File: src/rtl/uart_pkg.sv
// uart_pkg: shared types and constants for the UART transmit/receive paths.
// Holds the transmitter state encoding, parity-mode selectors, the default
// baud divider for a 50 MHz clock at 115200 baud, and a parity helper.
package uart_pkg;

  // 50 MHz / 115200 baud, rounded to the nearest whole clock count.
  localparam int CLKS_PER_BIT_115200 = 434;

  // Parity-mode selectors used by the PARITY parameter.
  localparam int PARITY_NONE = 0;
  localparam int PARITY_ODD  = 1;
  localparam int PARITY_EVEN = 2;

  // Transmitter FSM states, in the order a frame walks through them.
  typedef enum logic [2:0] {
    IDLE   = 3'd0,
    START  = 3'd1,
    DATA   = 3'd2,
    PARITY = 3'd3,
    STOP   = 3'd4
  } tx_state_t;

  // Turns the XOR of the data bits into the parity bit for the given mode:
  // even parity sends the XOR itself, odd parity sends its inverse.
  function automatic logic parity_bit(input logic data_xor, input int mode);
    return (mode == PARITY_ODD) ? ~data_xor : data_xor;
  endfunction

endpackage

File: src/rtl/sync_fifo.sv
// sync_fifo: single-clock FIFO with registered full/empty/level flags and a
// sticky overflow flag. The head entry is always visible on rd_data
// (show-ahead), so a consumer can load it in the same cycle it pops.
// Full is judged on the registered level, so a pop in the same cycle does
// not open a slot for a write while full. Shared by the TX and RX paths.
// Reset: rst is asynchronous and active low.
module sync_fifo #(
  parameter int WIDTH = 8,
  parameter int DEPTH = 16
) (
  input  logic                   clk,
  input  logic                   rst,
  input  logic                   wr_en,
  input  logic [WIDTH-1:0]       wr_data,
  input  logic                   rd_en,
  output logic [WIDTH-1:0]       rd_data,
  output logic                   full,
  output logic                   empty,
  output logic [$clog2(DEPTH):0] level,
  output logic                   overflow
);

  localparam int AW = $clog2(DEPTH);
  localparam int LW = AW + 1;

  logic [WIDTH-1:0] mem [DEPTH];
  logic [AW-1:0]    wr_ptr_q;
  logic [AW-1:0]    rd_ptr_q;
  logic [LW-1:0]    level_q;
  logic [LW-1:0]    level_n;
  logic             full_q;
  logic             empty_q;
  logic             overflow_q;
  logic             push;
  logic             pop;

  assign push = wr_en && !full_q;
  assign pop  = rd_en && !empty_q;

  // Next occupancy: a simultaneous push and pop leaves the level unchanged.
  always_comb begin
    level_n = level_q;
    case ({push, pop})
      2'b10:   level_n = level_q + LW'(1);
      2'b01:   level_n = level_q - LW'(1);
      default: level_n = level_q;
    endcase
  end

  // Pointers, occupancy and flags; flags are registered from the next level.
  always_ff @(posedge clk or negedge rst) begin
    if (!rst) begin
      wr_ptr_q   <= '0;
      rd_ptr_q   <= '0;
      level_q    <= '0;
      full_q     <= 1'b0;
      empty_q    <= 1'b1;
      overflow_q <= 1'b0;
    end else begin
      if (push) wr_ptr_q <= wr_ptr_q + AW'(1);
      if (pop)  rd_ptr_q <= rd_ptr_q + AW'(1);
      level_q <= level_n;
      full_q  <= (level_n == LW'(DEPTH));
      empty_q <= (level_n == '0);
      if (wr_en && full_q) overflow_q <= 1'b1;
    end
  end

  // Storage array; contents need no reset because the pointers gate reads.
  always_ff @(posedge clk) begin
    if (push) mem[wr_ptr_q] <= wr_data;
  end

  assign rd_data  = mem[rd_ptr_q];
  assign full     = full_q;
  assign empty    = empty_q;
  assign level    = level_q;
  assign overflow = overflow_q;

endmodule

File: src/rtl/uart_tx_fifo.sv
// uart_tx_fifo: buffered UART transmitter with configurable frame format
// (DATA_BITS data bits, optional odd/even parity, 1 or 2 stop bits) fed by an
// internal sync_fifo. Frames are sent back-to-back while the FIFO holds data.
// Every output is registered; the line value is computed for the state being
// entered so it changes on the same edge as the state.
// Optional build macro UART_TX_CTS_EN adds the active-low i_cts_n input: it is
// synchronised through two flops and gates only the start of a frame.
// Reset: rst is asynchronous and active low; a reset mid-frame drops the frame
// and all queued data.
//
// Handshake: the write side has no backpressure signal; a write is accepted
// on any edge where i_wr_en is high and o_full is low, otherwise it is dropped
// and o_overflow latches until reset.
module uart_tx_fifo
  import uart_pkg::*;
#(
  parameter int CLKS_PER_BIT = CLKS_PER_BIT_115200,
  parameter int DATA_BITS    = 8,
  parameter int PARITY       = PARITY_NONE,
  parameter int STOP_BITS    = 1,
  parameter int FIFO_DEPTH   = 16
) (
  input  logic                        clk,
  input  logic                        rst,
  input  logic                        i_wr_en,
  input  logic [DATA_BITS-1:0]        i_wr_data,
`ifdef UART_TX_CTS_EN
  input  logic                        i_cts_n,
`endif
  output logic                        o_full,
  output logic                        o_empty,
  output logic [$clog2(FIFO_DEPTH):0] o_level,
  output logic                        o_overflow,
  output logic                        o_tx_serial,
  output logic                        o_tx_active,
  output logic                        o_tx_done,
  output tx_state_t                   o_dbg_state
);

  // The PARITY parameter shadows the package's PARITY state name inside this
  // module, so that state is always written as uart_pkg::PARITY here.
  localparam int                BAUD_W     = $clog2(CLKS_PER_BIT);
  localparam logic [BAUD_W-1:0] BAUD_LAST  = BAUD_W'(CLKS_PER_BIT - 1);
  localparam logic [3:0]        DATA_LAST  = 4'(DATA_BITS - 1);
  localparam logic [3:0]        STOP_LAST  = 4'(STOP_BITS - 1);
  localparam bit                HAS_PARITY = (PARITY != PARITY_NONE);

  logic [DATA_BITS-1:0] fifo_rd_data;
  logic                 fifo_empty;
  logic                 fifo_pop;
  logic                 cts_ok;
  logic                 can_start;

  tx_state_t            state_q;
  tx_state_t            state_n;
  logic [BAUD_W-1:0]    baud_q;
  logic [BAUD_W-1:0]    baud_n;
  logic [3:0]           bit_q;
  logic [3:0]           bit_n;
  logic [DATA_BITS-1:0] shift_q;
  logic [DATA_BITS-1:0] shift_n;
  logic                 par_q;
  logic                 par_n;
  logic                 baud_end;
  logic                 start_frame;
  logic                 line_n;
  logic                 done_n;
  logic                 tx_serial_q;
  logic                 tx_active_q;
  logic                 tx_done_q;

  sync_fifo #(
    .WIDTH (DATA_BITS),
    .DEPTH (FIFO_DEPTH)
  ) u_fifo (
    .clk      (clk),
    .rst      (rst),
    .wr_en    (i_wr_en),
    .wr_data  (i_wr_data),
    .rd_en    (fifo_pop),
    .rd_data  (fifo_rd_data),
    .full     (o_full),
    .empty    (fifo_empty),
    .level    (o_level),
    .overflow (o_overflow)
  );

`ifdef UART_TX_CTS_EN
  logic [1:0] cts_sync_q;

  // Two-flop synchroniser for the asynchronous clear-to-send input; resets to
  // "not clear" so nothing starts before the pin has been sampled.
  always_ff @(posedge clk or negedge rst) begin
    if (!rst) cts_sync_q <= 2'b11;
    else      cts_sync_q <= {cts_sync_q[0], i_cts_n};
  end

  assign cts_ok = !cts_sync_q[1];
`else
  assign cts_ok = 1'b1;
`endif

  assign can_start = !fifo_empty && cts_ok;
  assign baud_end  = (baud_q == BAUD_LAST);

  // Next-state logic: bit timing, bit/stop counting, shifting, and frame
  // start (pop + load) from IDLE or directly out of the last stop bit.
  always_comb begin
    state_n     = state_q;
    baud_n      = baud_q;
    bit_n       = bit_q;
    shift_n     = shift_q;
    par_n       = par_q;
    done_n      = 1'b0;
    start_frame = 1'b0;
    fifo_pop    = 1'b0;
    line_n      = 1'b1;

    case (state_q)
      IDLE: begin
        start_frame = can_start;
      end
      START: begin
        if (baud_end) begin
          baud_n  = '0;
          bit_n   = '0;
          state_n = DATA;
        end else begin
          baud_n = baud_q + BAUD_W'(1);
        end
      end
      DATA: begin
        if (baud_end) begin
          baud_n = '0;
          if (bit_q == DATA_LAST) begin
            bit_n   = '0;
            state_n = HAS_PARITY ? uart_pkg::PARITY : STOP;
          end else begin
            bit_n   = bit_q + 4'(1);
            shift_n = shift_q >> 1;
          end
        end else begin
          baud_n = baud_q + BAUD_W'(1);
        end
      end
      uart_pkg::PARITY: begin
        if (baud_end) begin
          baud_n  = '0;
          bit_n   = '0;
          state_n = STOP;
        end else begin
          baud_n = baud_q + BAUD_W'(1);
        end
      end
      STOP: begin
        if (baud_end) begin
          baud_n = '0;
          if (bit_q == STOP_LAST) begin
            done_n      = 1'b1;
            bit_n       = '0;
            state_n     = IDLE;
            start_frame = can_start;
          end else begin
            bit_n = bit_q + 4'(1);
          end
        end else begin
          baud_n = baud_q + BAUD_W'(1);
        end
      end
      default: begin
        state_n = IDLE;
      end
    endcase

    // Frame start overrides whatever the state above decided.
    if (start_frame) begin
      fifo_pop = 1'b1;
      shift_n  = fifo_rd_data;
      par_n    = parity_bit(^fifo_rd_data, PARITY);
      baud_n   = '0;
      bit_n    = '0;
      state_n  = START;
    end

    // Line level for the state being entered.
    case (state_n)
      START:            line_n = 1'b0;
      DATA:             line_n = shift_n[0];
      uart_pkg::PARITY: line_n = par_n;
      default:          line_n = 1'b1;
    endcase
  end

  // FSM state, counters, datapath and registered line outputs.
  always_ff @(posedge clk or negedge rst) begin
    if (!rst) begin
      state_q     <= IDLE;
      baud_q      <= '0;
      bit_q       <= '0;
      shift_q     <= '0;
      par_q       <= 1'b0;
      tx_serial_q <= 1'b1;
      tx_active_q <= 1'b0;
      tx_done_q   <= 1'b0;
    end else begin
      state_q     <= state_n;
      baud_q      <= baud_n;
      bit_q       <= bit_n;
      shift_q     <= shift_n;
      par_q       <= par_n;
      tx_serial_q <= line_n;
      tx_active_q <= (state_n != IDLE);
      tx_done_q   <= done_n;
    end
  end

  assign o_empty     = fifo_empty;
  assign o_tx_serial = tx_serial_q;
  assign o_tx_active = tx_active_q;
  assign o_tx_done   = tx_done_q;
  assign o_dbg_state = state_q;

endmodule

File: config.mk
export PLATFORM = sky130hd
export DESIGN_NAME = uart_tx_fifo
export DESIGN_NICKNAME = d
export VERILOG_FILES = /design/src/rtl/uart_pkg.sv /design/src/rtl/sync_fifo.sv /design/src/rtl/uart_tx_fifo.sv
export SDC_FILE = /design/constraint.sdc
export NUM_CORES = 1
export LEC_CHECK = 0
export BUFFER_PORTS_ARGS = -buffer_cell sky130_fd_sc_hd__buf_2
export CORE_MARGIN = 1.5
export CORE_UTILIZATION = 67
export CTS_CLUSTER_DIAMETER = 100
export CTS_CLUSTER_SIZE = 16
export DETAILED_ROUTE_END_ITERATION = 10
export PLACE_DENSITY = 0.86
export SYNTH_ARGS = -nofsm -noshare
export SYNTH_HDL_FRONTEND = slang
export SYNTH_SLANG_ARGS = --single-unit
File: constraint.sdc
create_clock -name clk -period 5 [get_ports clk]
set_input_delay 0.75 -clock clk [delete_from_list [all_inputs] [get_ports clk]]
set_output_delay 0.75 -clock clk [all_outputs]
set_load 0.1 [all_outputs]
==> results of run 1 <==
## sequential cells by signal, indices dropped and copies added (netlist names), 3 cells and up
register,count
baud_q,9
bit_q,4
o_dbg_state,3
shift_q,8
u_fifo.level,5
u_fifo.mem,128
u_fifo.rd_ptr_q,4
u_fifo.wr_ptr_q,4
## how the worst max path moves through the flow
stage                     depth (start not counted)            from      endpoint  slack (ns)
after detailed placement                         12        bit_q[0]   u_fifo.full        1.70
final                                            12        bit_q[0]   u_fifo.full        1.67
after global placement                           12        bit_q[0]   u_fifo.full        1.86
after CTS                                        12        bit_q[0]   u_fifo.full        1.68
after global routing                             12        bit_q[0]   u_fifo.full        1.39
after floorplan                                  11  o_dbg_state[2]  u_fifo.empty        1.79
## cells in the mapped netlist, drive strengths merged, types with 12 or more instances
cell type / number
nand2: 36
nor2: 31
o22ai: 33
xor2: 68
edfxtp: 128
mux4: 40
nand3: 14
buf: 12
xnor2: 16
dfrtp: 42
o21ai: 23
## kinds of logic after synthesis
logic type | after synthesis
AOI/OAI and AO/OA | 82
and+or+nand+nor | 130
xor gates and xnor gates | 84
buffers and inverters | 34
muxes | 49
adders and majority gates | 11
DFF | 172
## routing by layer
layer | GRT usage, % | vias to the layer above | routed length [um] | part of all wire, %
li1 | - | 2206 | - | -
met1 | 40.1 | 2521 | 6970 | 40
met2 | 47.3 | 237 | 8710 | 50
met3 | 7.07 | 48 | 1400 | 7.9
met4 | 13.2 | 0 | 506 | 2.9
met5 | 0 | - | 0 | 0
## metrics by stage
stage | worst slack, ns | hold WS [ns] | total power, uW | cells | instance area [um^2]
after floorplan | 1.79 | 0.451 | 3470 | 562 | 8160
after global placement | 1.86 | 0.432 | 3850 | 716 | 8400
after detailed placement | 1.70 | 0.439 | 3920 | 716 | 8400
after CTS | 1.68 | 0.455 | 5320 | 748 | 9020
after global routing | 1.39 | 0.473 | 5530 | 748 | 9020
final | 1.67 | 0.455 | 5320 | 748 | 9020
## power breakdown
part           leakage (uW)  total [uW]  internal, uW  switching [uW]
registers           0.00170        2040          1780             254
logic               0.00128        1900           761            1140
clock network      0.000299        1380           765             619
## worst reg2reg max path, delay by kind of cell, from the launching register on
| family | cells | cell delay [ns] |
|---|---|---|
| xor gates and xnor gates | 1 | 0.28 |
| and+or+nand+nor | 3 | 0.64 |
| AOI/OAI and AO/OA | 3 | 0.37 |
| adders and majority gates | 2 | 0.67 |
| muxes | 1 | 0.29 |
| buffers and inverters | 2 | 0.58 |
| DFF | 1 | 0.39 |
## area by class of cell
class | count | share of cell area [%]
Timing Repair Buffer | 30 | 1.83
Tap cell | 147 | 2.04
Sequential cell | 172 | 54.8
Inverter | 11 | 0.458
Clock buffer | 17 | 4.71
Clock inverter | 15 | 2.15
Multi-Input combinational cell | 356 | 34.0
==> out/results.tsv, run 1 <==
metric	value	unit
status	finished clean	
Worst EP required	5.32	ns
PD cells	590	nW/um^2
main flop type after synthesis	edfxtp_1	
Post-DP HPWL	11600	um
synth warn	0	
Setup crit end kind	flop	
main combinational cell family by area after synthesis	multiplexers	
Clock Latency Late Sink	0.44	ns
Hold Path Depth	1	
CTS Hold Buffers Added	0	
#FFs+latches synth	172	
Crit-path slowest cell	clkinv_1	
post-synthesis mux area share	12.2	%
Synth area leader	edfxtp_1	
Layout Utilization	75.4	%
VDD IR max	0.434	mV
worst-path cell chain	inv_1, ha_1, or3b_4, o41ai_4, nand2_2, clkinv_1, ha_1, mux2_2, a21oi_1, o211ai_2, xnor2_1, nor3b_2	
clk sinks	172	
Cells after Synth	562	
most common cell after layout, fill and taps aside	edfxtp_1	
total routed wirelength	17600	um
Setup CP Type	flop to flop	
drt first pass iters	5	
HP Class	flop to flop	
CP startpoint kind	flop	
synthesized cell area	8160	um^2
fmax	300	MHz
Wirelength per Cell	23.5	um
number of flops mapped to enable cells by yosys	128	
final hold vios	0	
cell repeated most along the worst path	ha_1	
DRT antenna net count	0	
Simple-Gate Fraction of Synth Area	8.07	%
Fin Setup TNS	0	ns
R2R Path End	u_fifo.full	
Iter 0 DRT Violations	637	
crit-path max cell delay	0.50	ns
DR vias	5012	
count of cell types in the netlist	52	
total gr overflow	0	
compound-gate portion of the synthesized area	6.53	%
DIE WIDTH	113	um
FFs w/ async S/R, synth	25.6	%
Synth top area share	47.1	%
Static Leak	0.00328	uW
Die ar.	12800	um^2
initial cell density of the core	68.2	%
Critical Path Fanout Max	19	
hold worst-path end	u_fifo.overflow	
CTS buffer count	17	
post-synthesis adder-cell area fraction	1.69	%
Crit path buffers/inverters	2	
layout overhead on the synthesized area	10.6	%
sequential area share after synthesis	60.6	%
gr usage total	29.8	%
area of the multi-input gates	3070	um^2
most frequent cells in the layout	128 x edfxtp_1, 68 x xor2_1, 41 x dfrtp_1	
io pins	25	
cts repair resizes	0	
xor and xnor area share after synthesis	9.11	%
Slew headroom	35.6	%
fin crit period	3.33	ns
DRC violations left	0	
worst-margin pin slew	0.965	ns
root buffer cell	clkbuf_16	
Chip Height	113	um
Fillers	691	
largest cells by area after synthesis	edfxtp_1 47%, dfrtp_1 13%, mux4_2 11%	
Rows	40	
Core ar.	12000	um^2
# setup viols final	0	
worst path arrival time	3.66	ns
Reg2Reg Depth	12	
part of the cycle the worst path needs	66.7	%
clk_skew	0.00919	ns
largest net degree at the start of global routing	45	
FF/Latch Area	4950	um^2
Slew Limit Fails	0	
layout cells sized above 1	20.0	%
postcts setup bufs	0	
Worst-path clk slew	0.07	ns
initial antenna violation count	0	
ant diodes	0	
worst r2r src	bit_q[0]	
first-pass GRT wire length	27600	um
Max Cap Viol	0	
CTS tree	built	
vias in the first global route	5099	
cell family with most CP delay	adder cells	
Syn Nets	584	
Clock Path Buffers	2	
Port Buffers	24	
gpl congestion	0.844	
RSZ-0062 raised after global routing	false	
Mean Syn Cell Area	14.5	um^2
H-tree depth	4	
Hold Path Origin	u_fifo.overflow	
Vias/cell	6.70	
nets@finish	610	
flop2flop setup slack	1.67	ns
(Power assumes the default switching activity.)
==> run 2: changes to the inputs <==
--- a/config.mk
+++ b/config.mk
@@ -7,11 +7,11 @@
 export LEC_CHECK = 0
 export BUFFER_PORTS_ARGS = -buffer_cell sky130_fd_sc_hd__buf_2
 export CORE_MARGIN = 1.5
-export CORE_UTILIZATION = 67
+export CORE_UTILIZATION = 56
 export CTS_CLUSTER_DIAMETER = 100
 export CTS_CLUSTER_SIZE = 16
 export DETAILED_ROUTE_END_ITERATION = 10
-export PLACE_DENSITY = 0.86
+export PLACE_DENSITY = 0.77
 export SYNTH_ARGS = -nofsm -noshare
 export SYNTH_HDL_FRONTEND = slang
 export SYNTH_SLANG_ARGS = --single-unit
==> constraint.sdc (replaced) <==
create_clock -name clk -period 3 [get_ports clk]
set_input_delay 0.45 -clock clk [delete_from_list [all_inputs] [get_ports clk]]
set_output_delay 0.45 -clock clk [all_outputs]
set_load 0.1 [all_outputs]
==> run 2 against run 1 <==
Register-to-register slack lost 1.6 ns. Wire length rose by 0.37%. First-iteration DRC count is 31% lower. Hold slack worse by 0.27 ns. Via count increased by 0.98%. Non-clock buffer count up 21. Combinational power up 74%. Power increased by 66%. Die area up 19%. Setup slack worse by 1.6 ns. Critical path depth is 1 higher. Clock skew increased by 0.0021 ns.
==> out/results.tsv, run 2 (same netlist as run 1, synthesis figures left out) <==
metric	value	unit	change
status	finished clean		unchanged
CTS buffer count	17		unchanged
layout cells sized above 1	24.3	%	was 20.0%
Die ar.	15300	um^2	was 12,800 um^2
total routed wirelength	17600	um	about the same
Static Leak	0.00336	uW	was 0.00328 uW
Max Cap Viol	0		unchanged
gr usage total	24.8	%	was 29.8%
Worst EP required	3.32	ns	was 5.32 ns
Comb pwr share	37.5	%	was 35.7%
worst-margin pin slew	1.01	ns	was 0.965 ns
DR vias	5061		was 5,012
critical path startpoint	bit_q[1]		was bit_q[0]
largest net degree at the start of global routing	45		unchanged
switching share of total power	37.2	%	was 37.8%
Slew headroom	32.8	%	was 35.6%
vias in the first global route	5146		was 5,099
worst r2r src	bit_q[1]		was bit_q[0]
CP startpoint kind	flop		unchanged
nets@finish	631		was 610
Vias/cell	6.31		was 6.70
Slew Limit Fails	0		unchanged
flop2flop setup slack	0.02	ns	was 1.67 ns
initial cell density of the core	58.1	%	was 68.2%
Sw Pwr	3280	uW	was 2010 uW
Chip Height	124	um	was 113 um
# setup viols final	0		unchanged
total gr overflow	0		unchanged
Pwr Total	8810	uW	was 5320 uW
PD cells	957	nW/um^2	was 590 nW/um^2
Clock Power Share	23.8	%	was 26.0%
first-pass GRT wire length	27200	um	was 27,600 um
final hold slack	0.182	ns	was 0.455 ns
Reg2Reg Depth	13		was 12
R2R Path End	u_fifo.full		unchanged
fmax	336	MHz	was 300 MHz
clk sinks	172		unchanged
clk_skew	0.0113	ns	was 0.00919 ns
initial antenna violation count	0		unchanged
DIE WIDTH	124	um	was 113 um
Fillers	960		was 691
CTS Hold Buffers Added	0		unchanged
gpl congestion	0.886		was 0.844
Wirelength per Cell	22.0	um	was 23.5 um
DRT antenna net count	0		unchanged
drt first pass iters	4		was 5
Critical Path Fanout Max	4		was 19
Clock Path Buffers	2		unchanged
Clock Latency Late Sink	0.44	ns	about the same
most common cell after layout, fill and taps aside	edfxtp_1		unchanged
Iter 0 DRT Violations	438		was 637
Rows	43		was 40
Regs by FF count	u_fifo.mem: 128 flops, baud_q: 9 flops, shift_q: 8 flops		unchanged
Core ar.	14000	um^2	was 12,000 um^2
most frequent cells in the layout	128 x edfxtp_1, 68 x xor2_1, 40 x mux4_2		was 128 x edfxtp_1, 68 x xor2_1, 41 x dfrtp_1
root buffer cell	clkbuf_16		unchanged
Setup crit end kind	flop		unchanged
io pins	25		unchanged
Port Buffers	24		unchanged
VDD IR max	0.536	mV	was 0.434 mV
ant diodes	0		unchanged
Setup CP Type	flop to flop		unchanged
fin crit period	2.98	ns	was 3.33 ns
part of the cycle the worst path needs	99.2	%	was 66.7%
worst path arrival time	3.29	ns	was 3.66 ns
HP Class	primary input to async pin		was flop to flop
max reg flops	128		unchanged
layout overhead on the synthesized area	12.9	%	was 10.6%
register with the most flip-flops	u_fifo.mem		unchanged
Power Internal	5540	uW	was 3310 uW
H-tree depth	4		unchanged
DRC violations left	0		unchanged
CTS tree	built		unchanged
Post-DP HPWL	12300	um	was 11,600 um
Sequential Power Share	38.7	%	was 38.3%
RSZ-0062 raised after global routing	true		was false
final hold vios	0		unchanged
Worst-path clk slew	0.07	ns	about the same
## run 2: changes by cell type in the layout (fill, tap and decap cells not counted), sizes merged
cell    delta
buf       +21
clkbuf     +3
bufinv     -1
clkinv     -1
inv        -1
## run 2: worst max-delay path by stage
stage / endpoint / slack, ns / depth (start not counted)
after floorplan: u_fifo.empty / 0.04 / 11
after global placement: u_fifo.full / 0.28 / 13
after detailed placement: u_fifo.full / 0.12 / 13
after CTS: u_fifo.full / 0.09 / 13
after global routing: u_fifo.full / -0.16 / 14
final: u_fifo.full / 0.02 / 13
## run 2: layer usage
metal  up-vias  routed length (um)  share of wire, %  global-route usage, %
li1       2251                   -                 -                      -
met1      2580                6890                39                   28.9
met2       186                9250                52                   43.4
met3        44                1080               6.1                   6.82
met4         0                 421               2.4                   10.1
met5         -                   0                 0                      0
## run 2: power by group through the flow
stage          combinational (uW)  clock (uW)  sequential [uW]
6_report                     3300        2100             3410
2_1_floorplan                2130           0             3650
3_3_place_gp                 3080           0             3420
4_1_cts                      3190        2130             3400
5_1_grt                      3530        2230             3460
3_5_place_dp                 3160           0             3450
## run 2: critical path, cell delays in order, from the launching register on
cell,delay (ns)
dfrtp_1,0.41
inv_2,0.08
ha_4,0.13
or3b_4,0.38
o41ai_4,0.48
nand2_2,0.13
xnor2_2,0.16
ha_2,0.20
buf_6,0.12
a21oi_1,0.14
xnor2_1,0.09
or3_1,0.33
nand3_1,0.14
nor3b_2,0.06
## run 2: timing repair
action | in CTS | in global routing
endpoints found under the setup margin | 0 | 2
endpoints found under the hold margin | 0 | 0
buffers inserted | 0 | 6
resized for setup | 0 | 12
## run 2: stage by stage
stage          setup TNS [ns]  cell area, um^2  worst slack (ns)  std cells  util (%)
2_1_floorplan               0             8160            0.0439        562         -
3_3_place_gp                0             8560             0.281        764      61.0
3_5_place_dp                0             8560             0.124        764      61.0
4_1_cts                     0             9120            0.0879        796      65.0
5_1_grt                -0.272             9210            -0.160        802      65.6
6_report                    0             9210            0.0238        802      65.6
## run 2: final cells by class
class	instances	area, um^2	share of cell area (%)
Sequential cell	172	4950	53.8
Inverter	11	41.3	0.448
Tap cell	180	225	2.44
Clock inverter	12	124	1.34
Timing Repair Buffer	51	327	3.54
Multi-Input combinational cell	356	3110	33.7
Clock buffer	20	437	4.74
==> run 3: changes to the inputs <==
--- a/config.mk
+++ b/config.mk
@@ -6,7 +6,6 @@
 export NUM_CORES = 1
 export LEC_CHECK = 0
 export BUFFER_PORTS_ARGS = -buffer_cell sky130_fd_sc_hd__buf_2
-export CORE_MARGIN = 1.5
 export CORE_UTILIZATION = 56
 export CTS_CLUSTER_DIAMETER = 100
 export CTS_CLUSTER_SIZE = 16
==> run 3 against run 2 <==
Design area grew 1.7%. The run now ends with negative setup slack left. Clock power increased by 12%. Clock skew shrank 0.0032 ns. Largest power group unchanged. Hold slack gained 0.0012 ns. First-iteration DRC count increased by 23%. Sequential share of layout area down 0.91 points. Count of clock-buffer cells in the layout decreased by 2.
==> out/results.tsv, run 3 (same netlist as run 1, synthesis figures left out) <==
metric	value	unit	change
status	finished with violations		was finished clean
failing checks	negative setup slack		
gpl congestion	0.949		was 0.886
worst path arrival time	3.44	ns	was 3.29 ns
drt first pass iters	6		was 4
layout cells sized above 1	26.0	%	was 24.3%
Chip Height	123	um	was 124 um
DRC violations left	0		unchanged
RSZ-0062 raised after global routing	true		unchanged
Critical Path Fanout Max	5		was 4
Finished Cell Area	9370	um^2	was 9210 um^2
# setup viols final	2		was 0
Post-Place Cell Area	8560	um^2	unchanged
CTS buffer count	17		unchanged
Port Buffers	24		unchanged
initial cell density of the core	58.1	%	unchanged
final hold vios	0		unchanged
Clock Path Buffers	2		unchanged
Post-DP HPWL	12200	um	was 12,300 um
Reg2Reg Depth	13		unchanged
Vias/cell	6.32		was 6.31
gr usage total	26.2	%	was 24.8%
total routed wirelength	18200	um	was 17,600 um
Slew headroom	34.1	%	was 32.8%
CP startpoint kind	flop		unchanged
CTS tree	built		unchanged
first-pass GRT wire length	28200	um	was 27,200 um
part of the cycle the worst path needs	104	%	was 99.2%
Worst EP required	3.34	ns	was 3.32 ns
Core ar.	14000	um^2	unchanged
Clock Latency Late Sink	0.43	ns	was 0.44 ns
DRT antenna net count	0		unchanged
DR vias	5078		was 5,061
Worst-path clk slew	0.07	ns	about the same
vias in the first global route	5214		was 5,146
most common cell after layout, fill and taps aside	edfxtp_1		unchanged
Wirelength per Cell	22.7	um	was 22.0 um
Setup crit end kind	flop		unchanged
io pins	25		unchanged
Max Cap Viol	0		unchanged
R2R Path End	u_fifo.full		unchanged
clk_skew	0.00806	ns	was 0.0113 ns
largest net degree at the start of global routing	45		unchanged
most frequent cells in the layout	128 x edfxtp_1, 68 x xor2_1, 40 x mux4_2		unchanged
flop2flop setup slack	-0.11	ns	was 0.02 ns
Final Non-Filler Cells	804		was 802
register with the most flip-flops	u_fifo.mem		unchanged
Iter 0 DRT Violations	537		was 438
nets@finish	633		was 631
worst r2r src	bit_q[0]		was bit_q[1]
final worst slack	-0.107	ns	was 0.0238 ns
fin crit period	3.11	ns	was 2.98 ns
Slew Limit Fails	0		unchanged
ant diodes	0		unchanged
fmax	322	MHz	was 336 MHz
Layout Utilization	66.7	%	was 65.6%
Regs by FF count	u_fifo.mem: 128 flops, baud_q: 9 flops, shift_q: 8 flops		unchanged
Rows	43		unchanged
Static Leak	0.00343	uW	was 0.00336 uW
PD cells	978	nW/um^2	was 957 nW/um^2
max reg flops	128		unchanged
worst-margin pin slew	0.988	ns	was 1.01 ns
VDD IR max	0.568	mV	was 0.536 mV
DIE WIDTH	123	um	was 124 um
root buffer cell	clkbuf_16		unchanged
placed cells	764		unchanged
Fillers	935		was 960
total gr overflow	0		unchanged
Die ar.	15100	um^2	was 15,300 um^2
layout overhead on the synthesized area	14.9	%	was 12.9%
final hold slack	0.184	ns	was 0.182 ns
Setup CP Type	flop to flop		unchanged
H-tree depth	4		unchanged
HP Class	primary input to async pin		unchanged
initial antenna violation count	0		unchanged
clk sinks	172		unchanged
==> run 3: cell count changes in the layout (fill, tap and decap cells not counted), moves of 2 or more <==
cell	delta
buf_4	+3
bufinv_16	+3
clkbuf_1	-2
clkinv_4	+2
inv_6	-4
==> run 3: layout make-up <==
type / instances / area [um^2] / area share, %
clock inverters: 14 / 205 / 2.19
repair buffers: 53 / 338 / 3.60
flip-flops and latches: 172 / 4950 / 52.9
inverters: 11 / 41.3 / 0.441
well taps: 180 / 225 / 2.40
multi-input cells: 356 / 3180 / 33.9
clock buffers: 18 / 429 / 4.58
==> run 3: per-stage QoR <==
| step | TNS (ns) | worst slack [ns] | total power (uW) |
|---|---|---|---|
| after floorplan | 0 | 0.0439 | 5780 |
| after global placement | 0 | 0.282 | 6480 |
| after detailed placement | 0 | 0.0890 | 6590 |
| after CTS | 0 | 0.0592 | 8960 |
| after global routing | -0.426 | -0.256 | 9570 |
| final | -0.122 | -0.107 | 9170 |
==> run 3: critical path, stage by stage (launching register included) <==
cell,delay [ns]
dfrtp_1,0.40
inv_2,0.07
ha_2,0.16
or3b_4,0.38
o41ai_4,0.45
nand2_2,0.13
xnor2_2,0.18
ha_4,0.19
a21oi_1,0.21
nor2_1,0.08
nor2_1,0.16
o211ai_2,0.12
xnor2_2,0.24
nor3b_4,0.23
==> run 3: worst max-delay path by stage <==
stage	startpoint	slack [ns]	depth (start not counted)	endpoint
global route	bit_q[1]	-0.26	13	u_fifo.full
CTS	bit_q[0]	0.06	13	u_fifo.full
global placement	bit_q[0]	0.28	13	u_fifo.full
detailed placement	bit_q[0]	0.09	13	u_fifo.full
finish	bit_q[0]	-0.11	13	u_fifo.full
floorplan	o_dbg_state[2]	0.04	11	u_fifo.empty
==> run 3: routing by layer <==
metal  wire length, um  vias to the layer above  share of wire (%)  track usage, %
met3              1090                       43                6.0            5.48
met5                 0                        -                  0               0
met4               471                        0                2.6            10.7
li1                  -                     2250                  -               -
met1              7270                     2592                 40            33.5
met2              9390                      193                 52            43.5
==> run 3: report_power, final <==
part / switching (uW) / leakage [uW] / total [uW] / internal, uW
Sequential: 460 / 0.00170 / 3430 / 2970
Clock: 945 / 0.000308 / 2360 / 1410
Combinational: 1940 / 0.00143 / 3380 / 1430
Total: 3350 / 0.00343 / 9170 / 5820
==> run 3: what timing repair did <==
item,4_1_cts,5_1_grt
hold buffers,0,0
gates resized for setup,0,23
setup buffers,0,8
endpoints found under the setup margin,0,2
